<file path="src/rtl/ifetch_queue.sv">
// Fetch stage: owns the fetch PC, reads imem and queues {pc, instr} pairs for decode.
// Optional IFQ_PERF_EN adds fetch_cnt / flush_cnt performance counters.
module ifetch_queue #(
  parameter int          DEPTH    = 4,
  parameter int          AW       = 6,
  parameter logic [31:0] RESET_PC = 32'h0
) (
  input  logic          clk,
  input  logic          rst_n,
  output logic [AW-1:0] imem_a,
  input  logic [31:0]   imem_rd,
  input  logic          redirect,
  input  logic [31:0]   redirect_pc,
  output logic          instr_valid,
  input  logic          instr_ready,
  output logic [31:0]   instr,
  output logic [31:0]   instr_pc
`ifdef IFQ_PERF_EN
  ,
  output logic [15:0]   fetch_cnt,
  output logic [15:0]   flush_cnt
`endif
);

  localparam int PW = $clog2(DEPTH);
  localparam logic [PW:0] DEPTH_C = (PW+1)'(DEPTH);

  typedef enum logic [1:0] {FETCH, FULL, BUBBLE} state_t;

  typedef struct packed {
    logic [31:0] pc;
    logic [31:0] instr;
  } entry_t;

  state_t          state, state_d;
  entry_t          mem [DEPTH];
  entry_t          head;
  logic [PW-1:0]   wr_ptr, rd_ptr;
  logic [PW:0]     count, count_d;
  logic [31:0]     fetch_pc;
  logic            push, pop;
  logic            unused_bits;

  assign unused_bits = ^redirect_pc[1:0];

  assign imem_a      = fetch_pc[AW+1:2];
  assign instr_valid = (count != '0);
  assign head        = mem[rd_ptr];
  assign instr       = instr_valid ? head.instr : 32'h0;
  assign instr_pc    = instr_valid ? head.pc    : 32'h0;

  // Room is judged on the pre-pop count, so a pop never enables a same-cycle push.
  assign pop  = instr_valid && instr_ready;
  assign push = (state == FETCH) && (count < DEPTH_C) && !redirect;

  // NOTE: every signal driven here gets a default first so no latch is inferred.
  always_comb begin
    count_d = count;
    if (redirect)          count_d = '0;
    else if (push && !pop) count_d = count + 1'b1;
    else if (pop && !push) count_d = count - 1'b1;

    state_d = state;
    case (state)
      FETCH:   if (count_d == DEPTH_C) state_d = FULL;
      FULL:    if (pop) state_d = FETCH;
      BUBBLE:  state_d = FETCH;
      default: state_d = FETCH;
    endcase
    if (redirect) state_d = BUBBLE;
  end

  // NOTE: sequential state uses non-blocking assignments only, so every flop samples
  // the pre-edge values regardless of statement order.
  always_ff @(posedge clk or negedge rst_n) begin
    if (!rst_n) begin
      state    <= FETCH;
      fetch_pc <= RESET_PC;
      wr_ptr   <= '0;
      rd_ptr   <= '0;
      count    <= '0;
      // NOTE: the queue storage is reset too, so entries read back as 0 after reset.
      for (int i = 0; i < DEPTH; i++) mem[i] <= '0;
    end else begin
      state <= state_d;
      count <= count_d;
      if (redirect) begin
        wr_ptr   <= '0;
        rd_ptr   <= '0;
        fetch_pc <= {redirect_pc[31:2], 2'b00};
      end else begin
        if (push) begin
          mem[wr_ptr] <= '{pc: fetch_pc, instr: imem_rd};
          wr_ptr      <= wr_ptr + 1'b1;
          fetch_pc    <= fetch_pc + 32'd4;
        end
        if (pop) rd_ptr <= rd_ptr + 1'b1;
      end
    end
  end

`ifdef IFQ_PERF_EN
  // A flush counts only when something besides a consumed head is thrown away.
  logic discard;
  assign discard = redirect && (count != '0) && !((count == (PW+1)'(1)) && pop);

  always_ff @(posedge clk or negedge rst_n) begin
    if (!rst_n) begin
      fetch_cnt <= '0;
      flush_cnt <= '0;
    end else begin
      if (push)    fetch_cnt <= fetch_cnt + 16'd1;
      if (discard) flush_cnt <= flush_cnt + 16'd1;
    end
  end
`endif

endmodule

</file>
<file path="config.mk">
export PLATFORM = sky130hd
export DESIGN_NAME = ifetch_queue
export DESIGN_NICKNAME = d
export VERILOG_FILES = /design/src/rtl/ifetch_queue.sv
export SDC_FILE = /design/constraint.sdc
export NUM_CORES = 1
export LEC_CHECK = 0
export BUFFER_PORTS_ARGS = -buffer_cell sky130_fd_sc_hd__buf_4
export CORE_ASPECT_RATIO = 1.4
export CORE_MARGIN = 4
export CORE_UTILIZATION = 60
export DETAILED_ROUTE_END_ITERATION = 12
export GPL_TIMING_DRIVEN = 0
export PLACE_DENSITY = 0.85
export SLEW_MARGIN = 0
export SYNTH_ARGS = -nofsm -noshare
export SYNTH_HDL_FRONTEND = slang
export SYNTH_SLANG_ARGS = --single-unit
</file>
<file path="constraint.sdc">
create_clock -name clk -period 5.95 [get_ports clk]
set_input_delay 0.595 -clock clk [delete_from_list [all_inputs] [get_ports clk]]
set_output_delay 0.595 -clock clk [all_outputs]
set_load 0.01 [all_outputs]
</file>
Yosys cells after proc, flatten, opt, wreduce, memory -nomap -nowiden
Index checks and enable logic that the tools add are counted.
W data, S select, Z words.
{"block": "word_totals", "ff_bits": 297, "in_bits": 68, "output_inout_bits": 71, "elab_cells": 65}
{"block": "op_classes", "n_addsub": 5, "magnitude_cmp": 4, "n_eq_ne": 4, "mux": 21, "bitwise": 3, "reduce_logical": 15}
{"op": "$bwmux W256", "count": 1}
{"op": "$mux W64", "count": 3}
{"op": "$bmux W64 S2", "count": 1}
{"op": "$demux W64 S2", "count": 1}
{"op": "$mux W32", "count": 4}
{"op": "$add A32 B3 Y32 const B", "count": 1}
{"op": "$mux W2", "count": 7}
{"op": "$mux W3", "count": 3}
{"op": "$ge A3 B3 Y1 const B", "count": 2}
{"op": "$logic_and A1 B1 Y1", "count": 6}
{"op": "$not A2 Y3", "count": 2}
{"op": "$add A2 B1 Y2 const B", "count": 2}
{"op": "$pmux W2 S2", "count": 1}
{"op": "$reduce_and A2 Y1", "count": 2}
{"op": "$reduce_bool A2 Y1", "count": 2}
{"op": "$add A3 B1 Y3 const B", "count": 1}
{"op": "$eq A3 B3 Y1 const B", "count": 1}
{"op": "$logic_not A1 Y1", "count": 3}
{"op": "$lt A3 B1 Y1 const B", "count": 1}
{"op": "$lt A3 B3 Y1 const B", "count": 1}
{"op": "$ne A3 B2 Y1 const B", "count": 1}
{"op": "$ne A3 B3 Y1 const B", "count": 1}
{"op": "$reduce_bool A3 Y1", "count": 1}
{"op": "$sub A3 B1 Y3 const B", "count": 1}
{"op": "other kinds (3)", "count": 3}

Depth between registers and ports, before layout
Gate-level depths: netlist (run 1).
{"block": "depth", "ltp_word": 12, "mapped_depth": 7, "depth_no_buf": 6}

Worst setup path before layout (run 1)
No wires, ideal clock.
{"block": "synth_path", "path_kind": "flip-flop to output port", "from": "register rd_ptr[0]", "to": "output port instr_pc[11]", "t_arrival_ps": 1704, "t_required_ps": 5355, "setup_slack_ps": 3651, "stages_incl_launch_ff": 5, "n_path_buf": 2, "path_cell_list": "dfrtp_1 -> clkbuf_1 -> buf_2 -> mux4_2 -> and2_1"}
{"block": "synth_via", "elab_chain_len": 5}
{"item": "from (decl)", "line_no": "38", "text": "logic [PW-1:0] wr_ptr, rd_ptr;"}
{"item": "from (signal assigned)", "line_no": "97", "text": "if (pop) rd_ptr <= rd_ptr + 1'b1;"}
{"item": "$not A2 Y3 (not written as such)", "line_no": "48", "text": "assign head = mem[rd_ptr];"}
{"item": "$bmux W64 S2", "line_no": "48"}
{"item": "$mux W64 (not written as such) (2 in series)", "line_no": "48"}
{"item": "$mux W32", "line_no": "50", "text": "assign instr_pc = instr_valid ? head.pc : 32'h0;"}
{"item": "to (decl)", "line_no": "17", "text": "output logic [31:0] instr_pc"}
Every way passes these cells. The select of a mux whose other input is x is not followed.

Final worst setup path (run 1)
{"block": "layout_path", "from": "register count[1]", "to": "output port instr_pc[16]"}
{"block": "layout_via", "elab_chain_len": 2}
{"item": "from (decl)", "line_no": "39", "text": "logic [PW:0] count, count_d;"}
{"item": "from (signal assigned)", "line_no": "86", "text": "count <= count_d;"}
{"item": "$reduce_bool A3 Y1", "line_no": "47", "text": "assign instr_valid = (count != '0);"}
{"item": "$mux W32", "line_no": "50"}
Every way passes these cells.

==> results of run 1 <==
metrics by stage:
| stage | util | hold slack (ns) | std cells | setup WS, ns | instance area [um2] |
|---|---|---|---|---|---|
| after floorplan | - | 0.299 | 968 | 3.65 | 13500 |
| after global placement | 0.677 | 0.457 | 1399 | 1.85 | 14800 |
| after detailed placement | 0.680 | 0.471 | 1401 | 3.06 | 14900 |
| after CTS | 0.723 | 0.113 | 1453 | 2.44 | 15900 |
| after global routing | 0.723 | 0.148 | 1453 | 2.23 | 15900 |
| final | 0.723 | 0.0825 | 1453 | 2.50 | 15900 |
per-layer routing:
layer  wire [um]  GRT usage  vias to the layer above
met4         702     0.0738                        0
li1            -          -                     3857
met3        1330     0.0315                       55
met1       11800      0.312                     4430
met2       16300      0.450                      235
met5           0          0                        -
report_power, final:
group / switching [uW] / leakage (uW) / internal (uW)
clock: 757 / 0.000471 / 1070
sequential: 429 / 0.00356 / 2770
combinational: 1160 / 0.00301 / 1720
layout make-up:
cell class	count	area, um2	area share
Clock buffer	35	788	0.0497
Tap cell	297	372	0.0234
Timing Repair Buffer	136	1070	0.0673
Multi-Input combinational cell	589	5860	0.369
Inverter	9	33.8	0.00213
Clock inverter	17	174	0.0110
Buffer	83	389	0.0245
Sequential cell	287	7180	0.453
registers in the layout, summed over array words and instances, names as in the netlist:
| name | cells |
|---|---|
| fetch_pc | 30 |
| mem | 248 |
| wr_ptr | 2 |
| rd_ptr | 2 |
| state | 2 |
| count | 3 |
cell usage in the layout (no fill, tap or decap), types with 14 or more instances in the layout:
cell,count
clkbuf_16,29
clkbuf_1,46
buf_4,142
buf_2,29
and2_1,64
o31ai_1,14
dfrtp_1,287
a31oi_1,16
o21ai_0,27
or4_1,18
nor2_1,23
mux4_2,62
nand2_1,43
nand3_1,15
mux2_2,236
final timing paths:
check	from	to	slack [ns]	cells after the start
min in group clk	redirect_pc[8]	fetch_pc[8]	0.27	3
worst max register to register	fetch_pc[3]	fetch_pc[22]	3.45	7
max in group asynchronous	rst_n	mem[57]	4.46	3
worst min-delay path	rst_n	mem[155]	0.08	1
worst min register to register	mem[107]	mem[107]	0.49	2
worst max-delay path	count[1]	instr_pc[16]	2.50	7
worst max-delay path: cells and delay by family (launching register included):
family                   cells  cell delay (ns)
flip-flops                   1             0.42
adder cells (fa/ha/maj)      1             0.23
buffers and inverters        4             1.21
AND/OR/NAND/NOR              2             0.46
kinds of logic (layout without fill, tap and decap cells):
group                    after synthesis  after routing  synth area share
AO/OA/AOI/OAI                         71             71            0.0335
XOR/XNOR                              14             14           0.00911
adder cells (fa/ha/maj)                9              9           0.00818
buffers and inverters                 92            280            0.0314
flip-flops                           287            287             0.533
multiplexers                         299            299             0.302
other                                  1              2          0.000278
AND/OR/NAND/NOR                      194            194            0.0824
==> key figures, run 1 <==
Run status
  – Outcome: finished, final reports clean

Layout
  – Diode count: 0
  – Final net count: 1,210
  – Ratio of cells with drive above 1 in the final layout: 0.457
  – Filler instances: 1,467
  – Area Overhead vs Synth: 17.9%

Critical path
  – Crit path cell chain: inv_1 -> ha_1 -> nand2b_1 -> clkbuf_1 -> clkbuf_1 -> and2_1 -> buf_4
  – CP max-delay cell: clkbuf_1
  – Crit Path Class: reg -> out
  – Arr. time, crit path: 2.86 ns
  – Crit-path max FO: 10
  – Slowest stage delay, CP: 0.48 ns
  – Worst EP required: 5.36 ns
  – CP startpoint kind: flop
  – Crit path capture type: primary output
  – Most used cell, CP: clkbuf_1

Drt
  – Vias after detailed routing: 8,577
  – Final ANT Viol Nets: 0
  – Iter 0 DRT Violations: 519
  – DRC Markers: 0
  – Drt wl/cell: 20.8 um
  – Drt pass-1 iters: 5
  – Via density: 5.90
  – Final wirelength: 30,200 um

Yosys
  – Share of the synthesized area in the top cell type: 0.533
  – Most common cell in the netlist: dfrtp_1
  – Ys Warns: 0
  – Syn avg cell area: 13.9 um2
  – Prevailing post-synth register cell: dfrtp_1
  – Cells after Synth: 967
  – Post-Syn Area: 0.0135 mm2
  – Ys async rst share: 1.00
  – Synth top area cells: dfrtp_1 53%, mux2_2 20%, mux4_2 10%
  – Post-synthesis sequential area ratio: 0.533
  – Top post-synthesis cells by count: 287 x dfrtp_1, 236 x mux2_2, 64 x and2_1
  – Largest area contributor in the netlist: dfrtp_1
  – EDFF count, synth: 0
  – Unique masters post-synth: 44
  – Yosys reg bits: 287

Clock tree
  – Post-cts gate resize count: 0
  – Worst skew pair latency: 0.54 ns
  – Cts hold-fix bufs: 0
  – Htree depth: 1
  – Reg clk slew, reported paths: 0.07 ns
  – Longest Clk Path Bufs: 3
  – Post-CTS Setup Repair Bufs: 0
  – CTS tree: done
  – Total CTS buffers: 28
  – CTS root buf: clkbuf_16
  – Clock sinks: 287

Power and ir drop
  – Design Power: 7900 uW
  – Peak VDD IR: 0.000273 V
  – Pwr Density: 498 mW/mm2
  – P_leak: 0.00705 uW

GRT
  – Global-route wire length before repair: 48,900 um
  – Largest net degree at the start of global routing: 110
  – Total GRT Usage: 0.248
  – Initial antenna violation count: 0
  – Remaining global-route overflow: 0
  – Number of global-route vias before repair: 9,273

Floorplan
  – Die area: 0.0249 mm2
  – CORE AREA: 0.0219 mm2
  – Ports: 139
  – Row count: 64
  – Initial core utilization: 0.614
  – Horiz. Die Dim: 135 um
  – Die Y-Extent: 185 um

Placed design
  – Final Wtd Congestion: 0.855
  – Number of port buffers: 134
  – Post-DP HPWL: 20,600 um

STA
  – Total negative slack: 0 ns
  – Relative slew slack: 0.417
  – Clock skew: 0.0122 ns
  – Fin. Hold Viols: 0
  – Max-slew violation count: 0
  – RSZ-0062 raised after global routing: no
  – Fmax: 290 MHz
  – Period utilization: 0.580
  – Worst slew pin tran: 0.875 ns
  – Endpoints failing setup: 0
  – Final worst path period need: 3.45 ns

Hold path
  – Hold crit path type: in -> async

Job
  – MaxCap Viol Count: 0
Power figures use the tool's default switching activity.
==> inputs of run 2 (changes only) <==
Settings changed: ABC_AREA set to 1, CORE_UTILIZATION 60 to 54, PLACE_DENSITY 0.85 to 0.81.
Clock period 5.95 ns to 2.8 ns, I/O delays scaled along.
==> run 2 against run 1 <==
Sequential share of layout area fell by 2.9 points. Worst hold slack got worse by 0.054 ns. Clock power rose by 110%. Via count rose by 46%. Sequential power rose by 110%. Final area rose by 6.9%. Register-to-register slack got worse by 3.0 ns. Final cell count rose by 51%. Area after synthesis rose by 4.6%.
==> key figures, run 2 <==
Run status
  – Outcome: finished, final reports clean

Job
  – MaxCap Viol Count: 0 (unchanged)

Clock tree
  – Reg clk slew, reported paths: 0.07 ns (about the same)
  – Clock sinks: 287 (unchanged)
  – Htree depth: 1 (unchanged)
  – CTS root buf: clkbuf_16
  – Worst skew pair latency: 0.55 ns (about the same)
  – Post-CTS Setup Repair Bufs: 0 (unchanged)
  – Longest Clk Path Bufs: 3 (unchanged)
  – Total CTS buffers: 28 (unchanged)
  – CTS tree: done

Layout
  – Final core utilization: 0.664 (-0.0594)
  – Filler instances: 2,059 (+40%)
  – Top reg by flops: mem
  – Multi-input logic area: 0.00564 mm2 (-3.8%)
  – Commonest cells after routing, fill and taps aside: 303 x nand2_1, 287 x dfrtp_1, 188 x a21oi_1, 171 x inv_1, 161 x buf_4
  – Ratio of cells with drive above 1 in the final layout: 0.160 (-0.297)
  – Final net count: 1,933 (+60%)
  – Diode count: 0 (unchanged)
  – Max reg flops: 248 (unchanged)
  – Final Cell Area: 0.0170 mm2 (+6.9%)
  – Register Area: 0.00718 mm2 (unchanged)
  – Commonest non-fill, non-tap cell in the layout: nand2_1
  – Area Overhead vs Synth: 20.5%
  – Top Registers: mem: 248 flops, fetch_pc: 30 flops, count: 3 flops

STA
  – Endpoints failing setup: 0 (unchanged)
  – WHS: 0.0283 ns (-0.0541 ns)
  – Period utilization: 0.988
  – Final worst path period need: 2.77 ns
  – Max-slew violation count: 0 (unchanged)
  – Relative slew slack: 0.523 (+0.106)
  – Worst slew pin tran: 0.716 ns (-0.159 ns)
  – Worst setup margin: 0.0326 ns (-2.47 ns)
  – Clock skew: 0.0140 ns (+0.00179 ns)
  – Fmax: 361 MHz
  – Fin. Hold Viols: 0 (unchanged)

Yosys
  – Largest area contributor in the netlist: dfrtp_1
  – Cells after Synth: 1,645 (+70%)
  – EDFF count, synth: 0 (unchanged)
  – Post-synthesis sequential area ratio: 0.510 (-0.0235)
  – Syn avg cell area: 8.56 um2 (-39%)
  – Post-Syn Area: 0.0141 mm2 (+4.6%)
  – Prevailing post-synth register cell: dfrtp_1
  – Share of the synthesized area in the top cell type: 0.510 (-0.0235)
  – Synth top area cells: dfrtp_1 51%, nand2_1 8.1%, a21oi_1 6.8%
  – Ys Warns: 0 (unchanged)
  – Yosys reg bits: 287 (unchanged)
  – Most common cell in the netlist: nand2_1
  – Ys async rst share: 1.00 (unchanged)
  – Top post-synthesis cells by count: 303 x nand2_1, 287 x dfrtp_1, 192 x a21oi_1
  – Unique masters post-synth: 38 (-14%)

Critical path
  – Worst Setup EP: instr_pc[14]
  – Crit Path Class: reg -> out
  – Arr. time, crit path: 2.49 ns (-0.37 ns)
  – CP startpoint kind: flop
  – Reg-to-reg setup timing slack: 0.47 ns (-2.98 ns)
  – Worst EP required: 2.52 ns (-2.84 ns)
  – Crit-path max FO: 10 (unchanged)
  – Worst r2r src: fetch_pc[3]
  – Worst r2r path cells: 10 (+3)
  – R2r endpoint: fetch_pc[26]
  – Worst setup path startpoint: rd_ptr[0]
  – Crit path capture type: primary output

Power and ir drop
  – Pint: 10,500 uW (+90%)
  – Design Power: 16,400 uW (+110%)
  – Clock power share: 0.235 (+0.004)
  – P_leak: 0.00792 uW (+12%)
  – Logic pwr share: 0.362 (-0.002)
  – Flop pwr share: 0.404 (about the same)
  – Peak VDD IR: 0.000522 V (+91%)
  – Net load switching power: 5840 uW (+150%)
  – Switching Share: 0.357 (+0.0602)
  – Pwr Density: 965 mW/mm2 (+94%)

GRT
  – Total GRT Usage: 0.290 (+0.0426)
  – Largest net degree at the start of global routing: 108 (-1.8%)
  – Remaining global-route overflow: 0 (unchanged)
  – Initial antenna violation count: 0 (unchanged)
  – Number of global-route vias before repair: 12,900 (+39%)
  – Global-route wire length before repair: 66,200 um (+35%)

Floorplan
  – Row count: 69 (+7.8%)
  – Die Y-Extent: 199 um (+7.5%)
  – Initial core utilization: 0.551 (-0.0625)
  – CORE AREA: 0.0256 mm2 (+16%)
  – Ports: 139 (unchanged)
  – Die area: 0.0288 mm2 (+15%)
  – Horiz. Die Dim: 144 um (+7.3%)

Drt
  – Final ANT Viol Nets: 0 (unchanged)
  – Via density: 5.72 (-3.1%)
  – Final wirelength: 41,400 um (+37%)
  – Drt pass-1 iters: 6 (+1)
  – Iter 0 DRT Violations: 878 (+69%)
  – Drt wl/cell: 18.9 um (-9.2%)
  – Vias after detailed routing: 12,600 (+46%)
  – DRC Markers: 0 (unchanged)

Placed design
  – Post-DP HPWL: 28,900 um (+40%)
  – Number of port buffers: 134 (unchanged)
  – Placed Area: 0.0156 mm2 (+4.3%)
  – Setup slack at placement: 0.435 ns (-2.63 ns)
  – Final Wtd Congestion: 0.946 (+11%)

Hold path
  – Hold crit path type: in -> reg
run 2: stage by stage:
| stage | std cells | setup TNS, ns |
|---|---|---|
| after global routing | 2195 | -0.0234 |
| after global placement | 2099 | -287.95 |
| after detailed placement | 2101 | 0 |
| after CTS | 2195 | 0 |
| final | 2195 | 0 |
| after floorplan | 1646 | 0 |
run 2: cells by family after synthesis:
| logic type | Yosys count | synth area share |
|---|---|---|
| mux | 82 | 0.0656 |
| simple gates | 444 | 0.129 |
| buf+inv | 299 | 0.0907 |
| other cells | 1 | 0.000266 |
| fa+ha+maj | 8 | 0.00711 |
| flops | 287 | 0.510 |
| compound gates | 522 | 0.196 |
| xor+xnor | 2 | 0.00124 |
run 2: power by group through the flow:
stage,clock (uW),combinational [uW],sequential [uW]
3_5_place_dp,0,5740,6660
3_3_place_gp,0,5560,6570
6_report,3840,5920,6610
4_1_cts,3870,5850,6590
5_1_grt,4050,6550,6780
2_1_floorplan,0,3610,6400
run 2: final cells by class:
cell class,count,area share
Clock buffer,39,0.0485
Tap cell,319,0.0235
Sequential cell,287,0.423
Buffer,120,0.0369
Clock inverter,10,0.00605
Inverter,179,0.0396
Multi-Input combinational cell,1060,0.333
Timing Repair Buffer,181,0.0895
run 2: worst min-delay path by stage:
stage,start,endpoint,slack [ns],depth (start not counted)
6_report,redirect_pc[11],fetch_pc[11],0.03,3
5_1_grt,redirect_pc[11],fetch_pc[11],0.02,3
4_1_cts,redirect_pc[11],fetch_pc[11],0.002,3
3_5_place_dp,rst_n,fetch_pc[29],0.35,1
3_3_place_gp,mem[16],mem[16],0.46,1
2_1_floorplan,rst_n,count[0],-0.02,0
run 2: critical path, cell delays in order, from the launching register on:
cell and delay, ns:
dfrtp_1 0.35, clkbuf_4 0.23, inv_2 0.13, clkbuf_4 0.25, clkbuf_4 0.25, a21oi_1 0.13, o21ai_0 0.10, a21oi_1 0.31
buf_4 0.19
run 2: repair_timing:
action,CTS,global route
gates resized for setup,2,22
hold buffers,45,0
endpoints found under the hold margin,227,0
gates cloned,0,0
endpoints found under the setup margin,11,60
pin swaps,0,0
run 2: per-layer routing:
layer  global-route usage  wire length [um]  up-vias
li1                     -                 -     5839
met4                0.157              2240        0
met1                0.362             16000     6027
met3               0.0330              2680      139
met5                    0                 0        -
met2                0.492             20500      553
